## src/rtl/spi_slave_gen_if.sv

```systemverilog
// Bus bundle between an SPI slave front end and its master/memory side.
// The master modport drives select, serial data in and read words; the slave modport drives the rest.
interface spi_slave_gen_if #(
  parameter int DATA_W = 8
) ();
  logic              ss_n;
  logic              mosi;
  logic              miso;
  logic [DATA_W+1:0] rx_data;
  logic              rx_valid;
  logic [DATA_W-1:0] tx_data;
  logic              tx_valid;
  logic              tx_req;
  logic              busy;
  logic              frame_err;

  modport slave (
    input  ss_n, mosi, tx_data, tx_valid,
    output miso, rx_data, rx_valid, tx_req, busy, frame_err
  );

  modport master (
    output ss_n, mosi, tx_data, tx_valid,
    input  miso, rx_data, rx_valid, tx_req, busy, frame_err
  );
endinterface

```

## src/rtl/spi_slave_gen.sv

```systemverilog
// SPI slave front end clocked by the serial clock: deserialises {cmd,payload} frames,
// serves read words on miso with a tx_req handshake, optional burst, and abort detection.
module spi_slave_gen #(
  parameter int DATA_W    = 8,
  parameter bit BURST_EN  = 1'b1,
  parameter bit MSB_FIRST = 1'b1
) (
  input  logic            clk,
  input  logic            rst,
  spi_slave_gen_if.slave  bus
);
  localparam int FW = DATA_W + 2;
  localparam int CW = $clog2(FW);
  localparam logic [CW-1:0] LAST_RX = CW'(FW - 1);
  localparam logic [CW-1:0] LAST_TX = CW'(DATA_W);

  typedef enum logic [1:0] {IDLE, RX, WAIT_TX, TX} state_t;

  state_t            state_q, state_d;
  logic [CW-1:0]     cnt_q, cnt_d;
  logic [FW-1:0]     rx_sr_q, rx_sr_d;
  logic [FW-1:0]     rx_data_q, rx_data_d;
  logic [DATA_W-1:0] tx_sr_q, tx_sr_d;
  logic              miso_q, miso_d;
  logic              rx_valid_q, rx_valid_d;
  logic              tx_req_q, tx_req_d;
  logic              frame_err_q, frame_err_d;
  logic [FW-1:0]     rx_shift;

  always_comb begin
    rx_shift    = MSB_FIRST ? {rx_sr_q[FW-2:0], bus.mosi} : {bus.mosi, rx_sr_q[FW-1:1]};
    state_d     = state_q;
    cnt_d       = cnt_q;
    rx_sr_d     = rx_sr_q;
    rx_data_d   = rx_data_q;
    tx_sr_d     = tx_sr_q;
    miso_d      = 1'b0;
    rx_valid_d  = 1'b0;
    tx_req_d    = 1'b0;
    frame_err_d = 1'b0;
    if (bus.ss_n) begin
      // cnt counts bits already driven in TX, so LAST_TX means the word went out whole
      state_d     = IDLE;
      cnt_d       = '0;
      frame_err_d = ((state_q == RX) && (cnt_q != '0)) ||
                    ((state_q == TX) && (cnt_q != LAST_TX));
    end else begin
      case (state_q)
        IDLE: begin
          rx_sr_d = rx_shift;
          cnt_d   = CW'(1);
          state_d = RX;
        end
        RX: begin
          rx_sr_d = rx_shift;
          if (cnt_q == LAST_RX) begin
            rx_data_d  = rx_shift;
            rx_valid_d = 1'b1;
            cnt_d      = '0;
            if (rx_shift[FW-1:FW-2] == 2'b11) begin
              tx_req_d = 1'b1;
              state_d  = WAIT_TX;
            end
          end else begin
            cnt_d = cnt_q + 1'b1;
          end
        end
        WAIT_TX: begin
          if (bus.tx_valid) begin
            miso_d  = MSB_FIRST ? bus.tx_data[DATA_W-1] : bus.tx_data[0];
            tx_sr_d = MSB_FIRST ? {bus.tx_data[DATA_W-2:0], 1'b0}
                                : {1'b0, bus.tx_data[DATA_W-1:1]};
            cnt_d   = CW'(1);
            state_d = TX;
          end
        end
        TX: begin
          if (cnt_q == LAST_TX) begin
            cnt_d = '0;
            if (BURST_EN) begin
              tx_req_d = 1'b1;
              state_d  = WAIT_TX;
            end else begin
              state_d = RX;
            end
          end else begin
            miso_d  = MSB_FIRST ? tx_sr_q[DATA_W-1] : tx_sr_q[0];
            tx_sr_d = MSB_FIRST ? {tx_sr_q[DATA_W-2:0], 1'b0}
                                : {1'b0, tx_sr_q[DATA_W-1:1]};
            cnt_d   = cnt_q + 1'b1;
          end
        end
        default: state_d = IDLE;
      endcase
    end
  end

  always_ff @(posedge clk or posedge rst) begin
    if (rst) begin
      state_q     <= IDLE;
      cnt_q       <= '0;
      rx_sr_q     <= '0;
      rx_data_q   <= '0;
      tx_sr_q     <= '0;
      miso_q      <= 1'b0;
      rx_valid_q  <= 1'b0;
      tx_req_q    <= 1'b0;
      frame_err_q <= 1'b0;
    end else begin
      state_q     <= state_d;
      cnt_q       <= cnt_d;
      rx_sr_q     <= rx_sr_d;
      rx_data_q   <= rx_data_d;
      tx_sr_q     <= tx_sr_d;
      miso_q      <= miso_d;
      rx_valid_q  <= rx_valid_d;
      tx_req_q    <= tx_req_d;
      frame_err_q <= frame_err_d;
    end
  end

  assign bus.miso      = miso_q;
  assign bus.rx_data   = rx_data_q;
  assign bus.rx_valid  = rx_valid_q;
  assign bus.tx_req    = tx_req_q;
  assign bus.frame_err = frame_err_q;
  assign bus.busy      = (state_q != IDLE);
endmodule

```

## src/flat_wrapper.sv

```systemverilog
// flat-port wrapper written by rule: the top's interface ports become plain ports
module spi_slave_gen_flat 
#(
  parameter int DATA_W    = 8,
  parameter bit BURST_EN  = 1'b1,
  parameter bit MSB_FIRST = 1'b1
)
  (clk, rst, bus_ss_n, bus_mosi, bus_tx_data, bus_tx_valid, bus_miso, bus_rx_data, bus_rx_valid, bus_tx_req, bus_busy, bus_frame_err);
  spi_slave_gen_if #(.DATA_W(DATA_W)) bus_i ();
  input  logic clk;
  input  logic rst;
  input wire logic [$bits(bus_i.ss_n)-1:0] bus_ss_n;
  input wire logic [$bits(bus_i.mosi)-1:0] bus_mosi;
  input wire logic [$bits(bus_i.tx_data)-1:0] bus_tx_data;
  input wire logic [$bits(bus_i.tx_valid)-1:0] bus_tx_valid;
  output wire logic [$bits(bus_i.miso)-1:0] bus_miso;
  output wire logic [$bits(bus_i.rx_data)-1:0] bus_rx_data;
  output wire logic [$bits(bus_i.rx_valid)-1:0] bus_rx_valid;
  output wire logic [$bits(bus_i.tx_req)-1:0] bus_tx_req;
  output wire logic [$bits(bus_i.busy)-1:0] bus_busy;
  output wire logic [$bits(bus_i.frame_err)-1:0] bus_frame_err;
  assign bus_i.ss_n = bus_ss_n;
  assign bus_i.mosi = bus_mosi;
  assign bus_i.tx_data = bus_tx_data;
  assign bus_i.tx_valid = bus_tx_valid;
  assign bus_miso = bus_i.miso;
  assign bus_rx_data = bus_i.rx_data;
  assign bus_rx_valid = bus_i.rx_valid;
  assign bus_tx_req = bus_i.tx_req;
  assign bus_busy = bus_i.busy;
  assign bus_frame_err = bus_i.frame_err;
  spi_slave_gen #(.DATA_W(DATA_W), .BURST_EN(BURST_EN), .MSB_FIRST(MSB_FIRST)) u_core (.clk(clk), .rst(rst), .bus(bus_i));
endmodule
```

## config.mk

```make
export PLATFORM = sky130hd
export DESIGN_NAME = spi_slave_gen_flat
export DESIGN_NICKNAME = d
export VERILOG_FILES = /design/src/rtl/spi_slave_gen_if.sv /design/src/rtl/spi_slave_gen.sv /design/src/flat_wrapper.sv
export SDC_FILE = /design/constraint.sdc
export NUM_CORES = 1
export LEC_CHECK = 0
export BUFFER_PORTS_ARGS = -buffer_cell sky130_fd_sc_hd__buf_4
export CORE_AREA = 2 2 72 74
export DETAILED_ROUTE_END_ITERATION = 7
export DIE_AREA = 0 0 74 76
export PLACE_DENSITY_LB_ADDON = 0.12
export SLEW_MARGIN = 20
export SYNTH_ARGS = -nofsm -noshare
export SYNTH_HDL_FRONTEND = slang
export SYNTH_SLANG_ARGS = --single-unit
```

## constraint.sdc

```tcl
create_clock -name clk -period 4.3 [get_ports clk]
set_input_delay 0.43 -clock clk [delete_from_list [all_inputs] [get_ports clk]]
set_output_delay 0.43 -clock clk [all_outputs]
set_load 0.02 [all_outputs]
```

=== Word-level counts from Yosys, hierarchy flattened ===
Cells that the tools add are included.

* Register bits: 37
* Bits in latches: 0
* Memory bits (writable): 0
* ROM bits: 0
* Input bits: 13
* Output and inout port bits: 15
* Word-level logic and storage cells: 63
* Memories: 0

* Add/subtract/negate cells: 1
* $mul: 0
* Div/mod/pow operators: 0
* Order comparisons: 0
* Equal/unequal tests: 13
* Shift-type cells: 0
* Multiplexer cells: 27
* Bitwise operators: 1
* Reductions and logical operators: 12

{| class="wikitable"
|+ Operator list
! kind !! number
|-
| $mux W4 || 4
|-
| $mux W8 || 2
|-
| $pmux W4 S4 || 1
|-
| $pmux W8 S2 || 1
|-
| $ne A3 B3 Y1 const B || 4
|-
| $mux W1 || 11
|-
| $mux W2 || 5
|-
| $eq A4 B4 Y1 const B || 2
|-
| $pmux W2 S4 || 1
|-
| $reduce_and A4 Y1 || 2
|-
| $eq A2 B2 Y1 const B || 3
|-
| $add A4 B1 Y4 const B || 1
|-
| $ne A2 B2 Y1 const B || 2
|-
| $ne A4 B4 Y1 const B || 1
|-
| $pmux W1 S2 || 2
|-
| $reduce_bool A2 Y1 || 2
|-
| $reduce_bool A4 Y1 || 1
|-
| $reduce_and A3 Y1 || 1
|-
| $eq A2 B1 Y1 const B || 1
|-
| $logic_and A1 B1 Y1 || 2
|-
| $logic_not A2 Y1 || 1
|-
| $reduce_and A2 Y1 || 1
|-
| $reduce_or A2 Y1 || 1
|-
| $logic_or A1 B1 Y1 || 1
|-
| $not A1 Y1 || 1
|}

=== Longest topological paths before layout ===
* Depth in word-level cells: 5
* Gate-level depth with buffers: 6
* Mapped depth without buffers: 5

=== Worst setup path after synthesis ===
No wires, ideal clock.

* Path type: register -> register
* Start: reg u_core.cnt_q[0]
* End: reg u_core.tx_sr_q[2]
* Setup time: 0.125 ns
* Arrival time: 1.631 ns
* Data required time: 4.175 ns
* Setup slack: 2.544 ns
* Cell stages (with the launch flop): 6
* Buffers on the path: 0
* Period minus slack after synthesis: 1.756 ns
* Path through: dfrtp_1 > inv_1 > ha_1 > and2_1 > a211oi_4 > mux2_2

* Word-level cells in the longest chain between the ends: 3

{| class="wikitable"
|+ RTL lines
! element !! line !! source
|-
| start, declared || spi_slave_gen.sv:20 || <nowiki>logic [CW-1:0] cnt_q, cnt_d;</nowiki>
|-
| start signal, assigned || spi_slave_gen.sv:111 || <nowiki>cnt_q <= cnt_d;</nowiki>
|-
| $eq A4 B4 Y1 || spi_slave_gen.sv:78 || <nowiki>if (cnt_q == LAST_TX) begin</nowiki>
|-
| $ne A2 B2 Y1 (no line) || n/a ||
|-
| $reduce_and A4 Y1 (no line) || n/a ||
|-
| end signal, assigned || spi_slave_gen.sv:114 || <nowiki>tx_sr_q <= tx_sr_d;</nowiki>
|-
| end, declared || spi_slave_gen.sv:23 || <nowiki>logic [DATA_W-1:0] tx_sr_q, tx_sr_d;</nowiki>
|}

Every way passes these cells.
A chain may end at the register's enable or synchronous reset.

=== Worst setup path after layout ===
Same ends and word-level chain as after synthesis.

==> results by stage <==
STA:
- The total count of hold-check failures in the final report is 0.
- The portion of the clock cycle consumed by the worst path in the final layout is a little under half.
- The setup TNS is 0 ns.
- The number of endpoints failing setup at the final stage is 0.
- The worst path needs slightly below 2 ns of the cycle, external delays included.
- For this run, the top clock speed supported by timing is between 500 and 600 MHz.
- Setup repair after global routing left no endpoint under its margin.
- Measured against its own limit, the worst slew margin works out to between 50% and 60%.
- The count of pins over their slew limit is 0.
- The actual transition at the worst max-transition pin is about 0.63 ns.
- Across the routed clock network, the largest skew measured is about 0.0047 ns.

Yosys:
- In the synthesized netlist the dominant register cell turns out to be dfrtp_1.
- Sequential elements use between 50 and 60% of the synthesized area.
- Yosys instantiated no cell more often than dfrtp_1.
- The commonest cells after synthesis are dfrtp_1, mux2_2, inv_1.
- After synthesis, the largest area contributor takes up about 55% of total cell area.
- During synthesis, Yosys emitted a total of 0 warnings.
- The cell count after synthesis came out at 127.
- The cell area after technology mapping is between 1500 and 2000 um^2.
- The synthesized net count is roughly 140.
- Counting flops with a built-in enable in the synthesized netlist gives 0.
- The average cell area after synthesis is approximately 13 um^2.
- Counting flops with an async set or reset pin after synthesis yields a share of 100%.
- The number of unique standard cell types used by synthesis is 32.
- By area the synthesized netlist is led by dfrtp_1, mux2_2, mux2i_1.
- After synthesis the netlist holds a flip-flop and latch count of 36.
- The cell type with the largest total area after synthesis is dfrtp_1.

Route:
- The count of nets left with antenna violations once routing finished came out at 0.
- The highest layer touched by signal routing is met4.
- Dividing the detail-routed via count by the number of cells gives about 4.6.
- The detailed-routing wirelength on met1 is ~1.3 mm.
- The total met3 wirelength after detailed routing is ~150 um.
- The count of TritonRoute iterations in the first routing pass is 4.
- The wire length on met2 is 1.37 mm.
- In this run, the number of DRC markers left after iteration 0 of detailed routing was 55.
- The total via count after detailed routing is 1,055.
- The wire length per cell is 12.5 um.
- The post-route DRC violation count is 0.
- The routed design has ~2.9 mm of wire.

Clocking:
- For this design, the sink count on the clock tree is 36.
- The number of cells upsized or downsized after cts is 0.
- The clock edge transition at the registers on the reported setup and hold paths is ~0.080 ns.
- The maximum level of the CTS H-tree is 2.
- Counting the buffers created by CTS gives 5.
- At the later pin of the worst-skew pair, clock insertion delay measures about 0.28 ns.
- TritonCTS built the clock tree.
- The hold buffer count at cts is 0.
- The total setup buffers inserted after CTS is 0.
- The maximum number of buffers from clock root to sink is 2.
- The tree is rooted in a clkbuf_8.

Floorplan:
- The die is 76 um tall.
- The floorplan step defined a die boundary enclosing between 5000 and 6000 um^2.
- Once the floorplan was initialized, standard cells occupied roughly a third of the core.
- 28 I/O pins were placed.
- The overall die width is roughly 74 um.
- The total number of placement rows is 26.
- The core region area is approximately 4900 um^2.

Place:
- The number of buffer cells added on primary ports is 27.
- At the end of routability-driven placement, the weighted congestion stood at ~0.74.
- Summed over all nets, the half-perimeter wirelength after detailed placement is 1.97 mm.

Global route:
- The global-route wire length before repair is about 5.0 mm.
- The initial antenna violation count is 0.
- The pin count of the biggest net entering global routing is 37.
- The via count of the first global-routing pass is around 1,100.
- For this run, the total global-route usage over all layers was measured as 11.6%.
- The total overflow left after global routing is 0.

Worst setup path:
- The worst setup path is of the reg2reg kind.
- The critical path required time is around 4.5 ns.
- For flop-to-flop paths, the worst setup slack is between 2 and 2.5 ns.
- Of all nets on the critical path, the largest fanout is 7.
- The length in cells of the worst reg-to-reg path is 5.
- The critical path starts at u_core.cnt_q[0].
- STA classifies the critical path startpoint as a register.
- The origin of the critical flop-to-flop path is u_core.cnt_q[0].
- The worst setup path is captured at a register.
- STA puts the critical path data arrival time at around 2.1 ns.

Worst hold path:
- The worst min-delay path class is in2async.

Pwr:
- The power per unit of standard cell area is approximately 420 nW/um^2.
- Total power for the finished layout comes to about 0.88 mW.
- The static power due to leakage is around 1 nW.
- The maximum vdd drop is roughly 0.19 mV.

Finish:
- The final layout contains 174 nets.
- The post-synthesis to final-layout area growth is 26.2%.
- The number of diodes added for antenna fixing is 0.
- The fraction of layout cells with a size suffix above 1 is 41.5%.

Status:
- The flow ran to the end, and the final reports show no timing, DRC or antenna violations.

Run:
- The tool flagged a number of max-cap violations equal to 0.
[registers in the layout, summed over array words and instances (netlist names)]
name,count
u_core.bus.frame_err,1
u_core.bus.miso,1
u_core.bus.rx_data,10
u_core.bus.rx_valid,1
u_core.bus.tx_req,1
u_core.cnt_q,4
u_core.rx_sr_q,9
u_core.state_q,2
u_core.tx_sr_q,7
[metal layers]
metal  GRT usage (%)  vias to the layer above
li1                -                      502
met1            15.4                      525
met2            17.2                       24
met3            4.10                        4
met4            4.36                        0
met5               0                        -
[cell families after synthesis]
group           Yosys count  synth area share [%]
simple gates             22                  7.94
compound gates           17                  7.41
xor+xnor                  2                  1.07
buf+inv                  14                  3.97
fa+ha+maj                 3                  2.29
flops                    36                  55.0
mux                      33                  22.4
[per-stage QoR]
step	hold slack, ns	setup slack [ns]	cells	instance area (um^2)	utilization, %
after global placement	0.482	2.34	221	1910	38.9
after CTS	0.263	2.32	229	2070	42.1
after floorplan	0.477	2.54	127	1640	-
after global routing	0.272	2.22	229	2070	42.1
final	0.249	2.33	229	2070	42.1
after detailed placement	0.480	2.34	221	1910	38.9
[placed cells by master (no fill, tap or decap), drive strengths merged, types with 4 or more instances in the layout]
cell and count:
nand2 7, dfrtp 36, a21oi 5, buf 28, mux2i 4, clkbuf 5, inv 10, mux2 29
o21ai 4
[critical path, stage by stage (launching register included)]
cell and delay (ns):
dfrtp_1 0.43, inv_1 0.08, ha_1 0.28, and2_1 0.22, a211oi_4 0.45, mux2_2 0.39
[area by class of cell]
class / instances / area, um^2
Multi-Input combinational cell: 77 / 673
Sequential cell: 36 / 901
Fill cell: 473 / 2840
Inverter: 10 / 37.5
Tap cell: 70 / 87.6
Timing Repair Buffer: 28 / 210
Clock inverter: 3 / 90.1
Clock buffer: 5 / 68.8
[final timing paths]
path / to
max in group asynchronous: u_core.cnt_q[3]
worst max-delay path: u_core.tx_sr_q[2]
worst min-delay path: u_core.bus.rx_data[6]
min in group clk: u_core.cnt_q[0]
worst max register to register: u_core.tx_sr_q[2]
worst min register to register: u_core.bus.rx_data[1]
[where the power goes]
group	switching, mW	internal [mW]
logic	0.0269	0.0390
clock network	0.122	0.290
registers	0.0253	0.371
Note: power is estimated with default switching activity, not from simulation.
